`config.mk`:
```
export PLATFORM = sky130hd
export DESIGN_NAME = prog_mem_arbiter_flat
export DESIGN_NICKNAME = d
export VERILOG_FILES = /design/src/rtl/prog_mem_arbiter_if.sv /design/src/rtl/prog_mem_arbiter.sv /design/src/flat_wrapper.sv
export SDC_FILE = /design/constraint.sdc
export NUM_CORES = 1
export LEC_CHECK = 0
export ABC_AREA = 1
export CAP_MARGIN = 30
export CORE_AREA = 2 2 92 94
export CTS_CLUSTER_DIAMETER = 40
export DETAILED_ROUTE_END_ITERATION = 7
export DIE_AREA = 0 0 94 96
export GPL_TIMING_DRIVEN = 1
export PLACE_DENSITY_LB_ADDON = 0.12
export SLEW_MARGIN = 20
export SYNTH_ARGS = -nofsm -noshare
export SYNTH_HDL_FRONTEND = slang
export SYNTH_SLANG_ARGS = --single-unit
```
`constraint.sdc`:
```
create_clock -name clk -period 3.8 [get_ports clk]
set_clock_uncertainty 0.15 [all_clocks]
set_input_delay 0.76 -clock clk [delete_from_list [all_inputs] [get_ports clk]]
set_output_delay 0.76 -clock clk [all_outputs]
set_load 0.05 [all_outputs]
```
`src/rtl/prog_mem_arbiter_if.sv`:
```
// Host loader/debug port of the program-memory arbiter: request/ack
// transaction signals plus the halt status the host observes.
interface prog_mem_arbiter_if #(
   parameter int unsigned ADDR_W = 9,
   parameter int unsigned DATA_W = 12
);
   logic              host_req;
   logic              host_we;
   logic [ADDR_W-1:0] host_addr;
   logic [DATA_W-1:0] host_wdata;
   logic              host_release;
   logic              host_ack;
   logic [DATA_W-1:0] host_rdata;
   logic              halted;
   logic [ADDR_W:0]   wr_count;

   // host side drives requests and consumes completions
   modport master (
      output host_req, host_we, host_addr, host_wdata, host_release,
      input  host_ack, host_rdata, halted, wr_count
   );

   // arbiter side
   modport slave (
      input  host_req, host_we, host_addr, host_wdata, host_release,
      output host_ack, host_rdata, halted, wr_count
   );
endinterface

```
`src/rtl/prog_mem_arbiter.sv`:
```
// Shares the single-port program RAM between CPU instruction fetch and a host
// loader: halts the CPU at an instruction boundary, serves host accesses, resumes.
module prog_mem_arbiter #(
   parameter int unsigned ADDR_W      = 9,
   parameter int unsigned DATA_W      = 12,
   parameter int unsigned HALT_SETTLE = 2
) (
   input  logic              clk,
   input  logic              rst,
   input  logic [ADDR_W-1:0] cpu_addr,
   input  logic              cpu_boundary,
   output logic [DATA_W-1:0] cpu_rdata,
   output logic              cpu_stall,
   prog_mem_arbiter_if.slave host,
   output logic [ADDR_W-1:0] mem_addr,
   output logic              mem_we,
   output logic [DATA_W-1:0] mem_wdata,
   input  logic [DATA_W-1:0] mem_rdata
);

   localparam int unsigned SET_W = 4;
   localparam int unsigned WRC_W = ADDR_W + 1;
   localparam logic [SET_W-1:0] SETTLE_LAST = SET_W'(HALT_SETTLE - 1);
   localparam logic [WRC_W-1:0] WR_MAX      = {1'b1, {ADDR_W{1'b0}}};

   typedef enum logic [2:0] {
      S_RUN     = 3'd0,
      S_DRAIN   = 3'd1,
      S_HALTED  = 3'd2,
      S_H_READ  = 3'd3,
      S_H_WRITE = 3'd4,
      S_RESUME  = 3'd5
   } state_t;

   state_t            state_q, state_d;
   logic [SET_W-1:0]  settle_q, settle_d;
   logic              armed_q, armed_d;
   logic [DATA_W-1:0] hold_q, hold_d;
   logic [DATA_W-1:0] rdata_q, rdata_d;
   logic [DATA_W-1:0] wdata_q, wdata_d;
   logic [WRC_W-1:0]  wr_count_q, wr_count_d;
   logic              stall_q, stall_d;
   logic              halted_q, halted_d;
   logic              ack_q, ack_d;
   logic              we_q, we_d;

   // state and registered outputs
   always_ff @(posedge clk or negedge rst) begin
      if (!rst) begin
         state_q    <= S_RUN;
         settle_q   <= '0;
         armed_q    <= 1'b1;
         hold_q     <= '0;
         rdata_q    <= '0;
         wdata_q    <= '0;
         wr_count_q <= '0;
         stall_q    <= 1'b0;
         halted_q   <= 1'b0;
         ack_q      <= 1'b0;
         we_q       <= 1'b0;
      end else begin
         state_q    <= state_d;
         settle_q   <= settle_d;
         armed_q    <= armed_d;
         hold_q     <= hold_d;
         rdata_q    <= rdata_d;
         wdata_q    <= wdata_d;
         wr_count_q <= wr_count_d;
         stall_q    <= stall_d;
         halted_q   <= halted_d;
         ack_q      <= ack_d;
         we_q       <= we_d;
      end
   end

   // next state, datapath updates and address/fetch steering
   always_comb begin
      state_d    = state_q;
      settle_d   = settle_q;
      armed_d    = armed_q;
      hold_d     = hold_q;
      rdata_d    = rdata_q;
      wdata_d    = wdata_q;
      wr_count_d = wr_count_q;
      mem_addr   = cpu_addr;
      cpu_rdata  = hold_q;

      // a host request is armed once req has been seen low since the last accept
      if (!host.host_req) armed_d = 1'b1;

      case (state_q)
         S_RUN: begin
            cpu_rdata = mem_rdata;
            hold_d    = mem_rdata;
            if (host.host_req && cpu_boundary) begin
               state_d    = S_DRAIN;
               settle_d   = '0;
               wr_count_d = '0;
            end
         end
         S_DRAIN: begin
            if (settle_q == SETTLE_LAST) state_d = S_HALTED;
            else                         settle_d = settle_q + SET_W'(1);
         end
         S_HALTED: begin
            // host address is presented here so read data lands during H_READ
            mem_addr = host.host_addr;
            if (host.host_release) begin
               state_d = S_RESUME;
            end else if (host.host_req && armed_q) begin
               armed_d = 1'b0;
               if (host.host_we) begin
                  state_d = S_H_WRITE;
                  wdata_d = host.host_wdata;
               end else begin
                  state_d = S_H_READ;
               end
            end
         end
         S_H_WRITE: begin
            mem_addr = host.host_addr;
            state_d  = S_HALTED;
            if (wr_count_q != WR_MAX) wr_count_d = wr_count_q + WRC_W'(1);
         end
         S_H_READ: begin
            mem_addr = host.host_addr;
            rdata_d  = mem_rdata;
            state_d  = S_HALTED;
         end
         S_RESUME: begin
            hold_d  = mem_rdata;
            state_d = S_RUN;
         end
         default: begin
            state_d = S_RUN;
         end
      endcase

      stall_d  = (state_d != S_RUN);
      halted_d = (state_d == S_HALTED) || (state_d == S_H_READ) || (state_d == S_H_WRITE);
      ack_d    = (state_q == S_H_READ) || (state_q == S_H_WRITE);
      we_d     = (state_d == S_H_WRITE);
   end

   assign cpu_stall       = stall_q;
   assign mem_we          = we_q;
   assign mem_wdata       = wdata_q;
   assign host.host_ack   = ack_q;
   assign host.host_rdata = rdata_q;
   assign host.halted     = halted_q;
   assign host.wr_count   = wr_count_q;

   // the RAM is written only from H_WRITE and never addressed by the host while the CPU fetches
   a_we_only_hwrite : assert property (@(posedge clk) disable iff (!rst)
      mem_we |-> (state_q == S_H_WRITE));
   a_cpu_addr_run : assert property (@(posedge clk) disable iff (!rst)
      ((state_q == S_RUN) || (state_q == S_RESUME)) |-> (mem_addr == cpu_addr));

endmodule

```
`src/flat_wrapper.sv`:
```
// flat-port wrapper written by rule: the top's interface ports become plain ports
module prog_mem_arbiter_flat 
#(
   parameter int unsigned ADDR_W      = 9,
   parameter int unsigned DATA_W      = 12,
   parameter int unsigned HALT_SETTLE = 2
)
  (clk, rst, cpu_addr, cpu_boundary, cpu_rdata, cpu_stall, mem_addr, mem_we, mem_wdata, mem_rdata, host_host_req, host_host_we, host_host_addr, host_host_wdata, host_host_release, host_host_ack, host_host_rdata, host_halted, host_wr_count);
  prog_mem_arbiter_if #(.ADDR_W(ADDR_W), .DATA_W(DATA_W)) host_i ();
  input  logic clk;
  input  logic rst;
  input  logic [ADDR_W-1:0] cpu_addr;
  input  logic cpu_boundary;
  output logic [DATA_W-1:0] cpu_rdata;
  output logic cpu_stall;
  output logic [ADDR_W-1:0] mem_addr;
  output logic mem_we;
  output logic [DATA_W-1:0] mem_wdata;
  input  logic [DATA_W-1:0] mem_rdata;
  input wire logic [$bits(host_i.host_req)-1:0] host_host_req;
  input wire logic [$bits(host_i.host_we)-1:0] host_host_we;
  input wire logic [$bits(host_i.host_addr)-1:0] host_host_addr;
  input wire logic [$bits(host_i.host_wdata)-1:0] host_host_wdata;
  input wire logic [$bits(host_i.host_release)-1:0] host_host_release;
  output wire logic [$bits(host_i.host_ack)-1:0] host_host_ack;
  output wire logic [$bits(host_i.host_rdata)-1:0] host_host_rdata;
  output wire logic [$bits(host_i.halted)-1:0] host_halted;
  output wire logic [$bits(host_i.wr_count)-1:0] host_wr_count;
  assign host_i.host_req = host_host_req;
  assign host_i.host_we = host_host_we;
  assign host_i.host_addr = host_host_addr;
  assign host_i.host_wdata = host_host_wdata;
  assign host_i.host_release = host_host_release;
  assign host_host_ack = host_i.host_ack;
  assign host_host_rdata = host_i.host_rdata;
  assign host_halted = host_i.halted;
  assign host_wr_count = host_i.wr_count;
  prog_mem_arbiter #(.ADDR_W(ADDR_W), .DATA_W(DATA_W), .HALT_SETTLE(HALT_SETTLE)) u_core (.clk(clk), .rst(rst), .cpu_addr(cpu_addr), .cpu_boundary(cpu_boundary), .cpu_rdata(cpu_rdata), .cpu_stall(cpu_stall), .host(host_i), .mem_addr(mem_addr), .mem_we(mem_we), .mem_wdata(mem_wdata), .mem_rdata(mem_rdata));
endmodule
```
==> flow_metrics.env <==
export IMPL_status="completed"
export IMPL_reg2reg_slack_ns=1.81
export IMPL_cts_sinks=58
export IMPL_grt_max_degree=32
export IMPL_layout_nets=515
export IMPL_grt_pass1_wl_um=11300
export IMPL_syn_inst=351
export IMPL_yosys_top_cells_count="nand2_1 (112), dfrtp_1 (57), inv_1 (33)"
export IMPL_cp_cell_sequence="nor2_2 > nand2_1 > inv_2 > nor2_1 > nand2_1 > nand2_1 > nand2_1 > clkdlybuf4s50_1"
export IMPL_n_antenna_cell=0
export IMPL_reg2reg_depth=6
export IMPL_die_x_um=94
export IMPL_drv_slew=0
export IMPL_initialDrtViolationCount=143
export IMPL_drc=0
export IMPL_place_area_mm2=0.00394
export IMPL_ys_seq_area_frac=0.529
export IMPL_endpoint="mem_addr[1]"
export IMPL_p_leak_nw=1.98
export IMPL_cts_buffers=9
export IMPL_drive_gt1_frac=0.0620
export IMPL_yosysTopAreaCell="dfrtp_1"
export IMPL_timing_worst_setup_path_type="register to output port"
export IMPL_grt_usage=0.162
export IMPL_first_pass_iters=4
export IMPL_synth_cell_types=20
export IMPL_syn_nets=403
export IMPL_area_growth_pct=50.6
export IMPL_period_share=0.918
export IMPL_async_reset_ff_frac=1.00
export IMPL_max_slew_margin=0.473
export IMPL_viasPerCell=4.63
export IMPL_ys_ff_latch=58
export IMPL_synth_most_common_cell="nand2_1"
export IMPL_coreArea_mm2=0.00805
export IMPL_path_clk_slew_ns=0.07
export IMPL_cts_resized=0
export IMPL_avgSynthCellArea_um2=7.82
export IMPL_critPathMostFrequentCell="nand2_1"
export IMPL_fin_crit_ns=3.49
export IMPL_nFillCells=779
export IMPL_post_route_util=0.513
export IMPL_rsz0062_at_grt="no"
export IMPL_overflow=0
export IMPL_synthTopCellsByArea="dfrtp_1 (52%), nand2_1 (15%), nand3_1 (5.7%)"
export IMPL_antenna_found_initial=0
export IMPL_syn_area_mm2=0.00274
export IMPL_die_area_mm2=0.00902
export IMPL_die_h_um=96
export IMPL_critPathRequiredTime_ns=2.89
export IMPL_synthFlopType="dfrtp_1"
export IMPL_num_rows=33
export IMPL_wirelength_um=7150
export IMPL_post_synth_top_area_fraction=0.520
export IMPL_fin_area_mm2=0.00413
export IMPL_worst_slew_pin_slew_ns=0.788
export IMPL_num_vias=2651
export IMPL_dp_hpwl_um=5200
export IMPL_cts_root_buffer="clkbuf_8"
export IMPL_hold_path_class="input pin to asynchronous set/reset pin"
export IMPL_synth_edff_count=0
export IMPL_timing_setup_tns_ns=0
export IMPL_pwr_density_cell_mw_per_mm2=930
export IMPL_cp_start_kind="register"
export IMPL_maxCapViolCount=0
export IMPL_wl_per_cell_um=12.5
export IMPL_startpoint="u_core.state_q[1]"
export IMPL_irDropWorstVdd_mv=0.449
export IMPL_crit_fanout=9
export IMPL_endpoint_kind="output port"
export IMPL_ys_warn_count=0
export IMPL_drtAntennaViolNets=0
export IMPL_cts_tree="yes"
export IMPL_grt_pass1_vias=2425
export IMPL_ioPinCount=107
export IMPL_cp_slowest_stage_delay_ns=0.81
export IMPL_crit_slowest_cell="clkdlybuf4s50_1"
export IMPL_arrival_ns=2.58
export IMPL_cts_setup_buffers=0
export IMPL_cts_buffer_depth=2
export IMPL_final_hold_violation_count=0
export IMPL_cts_hold_fix_buffers=0
export IMPL_clk_latency_ns=0.33
export IMPL_place_congestion=0.776
export IMPL_htreeDepth=3
export IMPL_r2r_end="u_core.hold_q[0]"
export IMPL_setup_violations_final=0
export IMPL_initial_core_util=0.341
export IMPL_timing_fmax_ghz=0.287
export IMPL_io_buffers=106
export IMPL_r2r_start="u_core.state_q[2]"
-- critical path: cells and delay by family (launching register included) --
kind                   cells  cell delay [ns]
buffers and inverters      2             0.98
AND/OR/NAND/NOR            6             0.86
flip-flops                 1             0.42
-- area by class of cell --
cell class	count	area, um2	share of cell area
multi-input cells	246	1110	0.268
repair buffers	111	1110	0.268
well taps	105	131	0.0318
flip-flops and latches	58	1450	0.352
clock inverters	5	53.8	0.0130
inverters	37	139	0.0336
clock buffers	11	141	0.0342
-- worst min path at each step --
stage	slack (ns)	cells after the start	start	endpoint
after CTS	0.15	1	rst	u_core.host.wr_count[7]
after detailed placement	0.32	2	u_core.mem_wdata[10]	u_core.mem_wdata[10]
after floorplan	0.31	0	rst	u_core.cpu_stall
after global placement	0.31	2	u_core.mem_wdata[0]	u_core.mem_wdata[0]
after global routing	0.17	1	rst	u_core.host.wr_count[7]
final	0.16	1	rst	u_core.host.wr_count[7]
-- report_power, final --
group	switching (mW)	total [mW]	leakage [nW]	internal (mW)
sequential	0.140	0.998	0.730	0.858
combinational	1.57	2.29	1.15	0.723
clock	0.238	0.556	0.103	0.318
total	1.94	3.84	1.98	1.90
-- sequential cells by signal (all words and copies together), names as in the netlist, 3 cells and up --
register and flops:
u_core.host.host_rdata 12, u_core.state_q 3, u_core.mem_wdata 12, u_core.hold_q 12, u_core.settle_q 4, u_core.host.wr_count 10
-- cell families after synthesis --
group,share of synthesized area
xor gates and xnor gates,0.00958
adders and majority gates,0.0182
AOI/OAI and AO/OA,0.103
buffers and inverters,0.0670
and+or+nand+nor,0.273
DFF,0.529
-- stage by stage --
| step | setup slack (ns) | cells | power, mW | hold slack, ns |
|---|---|---|---|---|
| after floorplan | 0.872 | 351 | 2.53 | 0.310 |
| after global placement | 0.555 | 556 | 3.30 | 0.312 |
| after detailed placement | 0.562 | 557 | 3.32 | 0.316 |
| after CTS | 0.259 | 573 | 3.90 | 0.150 |
| after global routing | 0.146 | 573 | 4.10 | 0.170 |
| final | 0.312 | 573 | 3.84 | 0.162 |
-- layout by cell type, fill, tap and decap left out, types with 2 or more instances in the layout --
master             n
o21ai_0           22
ha_1               4
dfrtp_1           57
buf_4              4
nor3_1             4
nor2_1            30
clkinv_2           3
inv_1             33
inv_2              4
o21ai_1           19
nand4_1            3
clkbuf_8          10
clkdlybuf4s50_1  105
nor2_2             2
nand3_1           31
xor2_1             2
nand2_1          112
a21oi_1           14
-- routing by layer --
layer / share of wire / vias to the layer above / track usage / wire length [um]
met5: 0 / - / 0 / 0
met4: 0.015 / 0 / 0.0761 / 108
met3: 0.091 / 8 / 0.0486 / 654
met2: 0.43 / 98 / 0.255 / 3110
met1: 0.46 / 1196 / 0.204 / 3280
li1: - / 1349 / - / -
(Power assumes the default switching activity.)
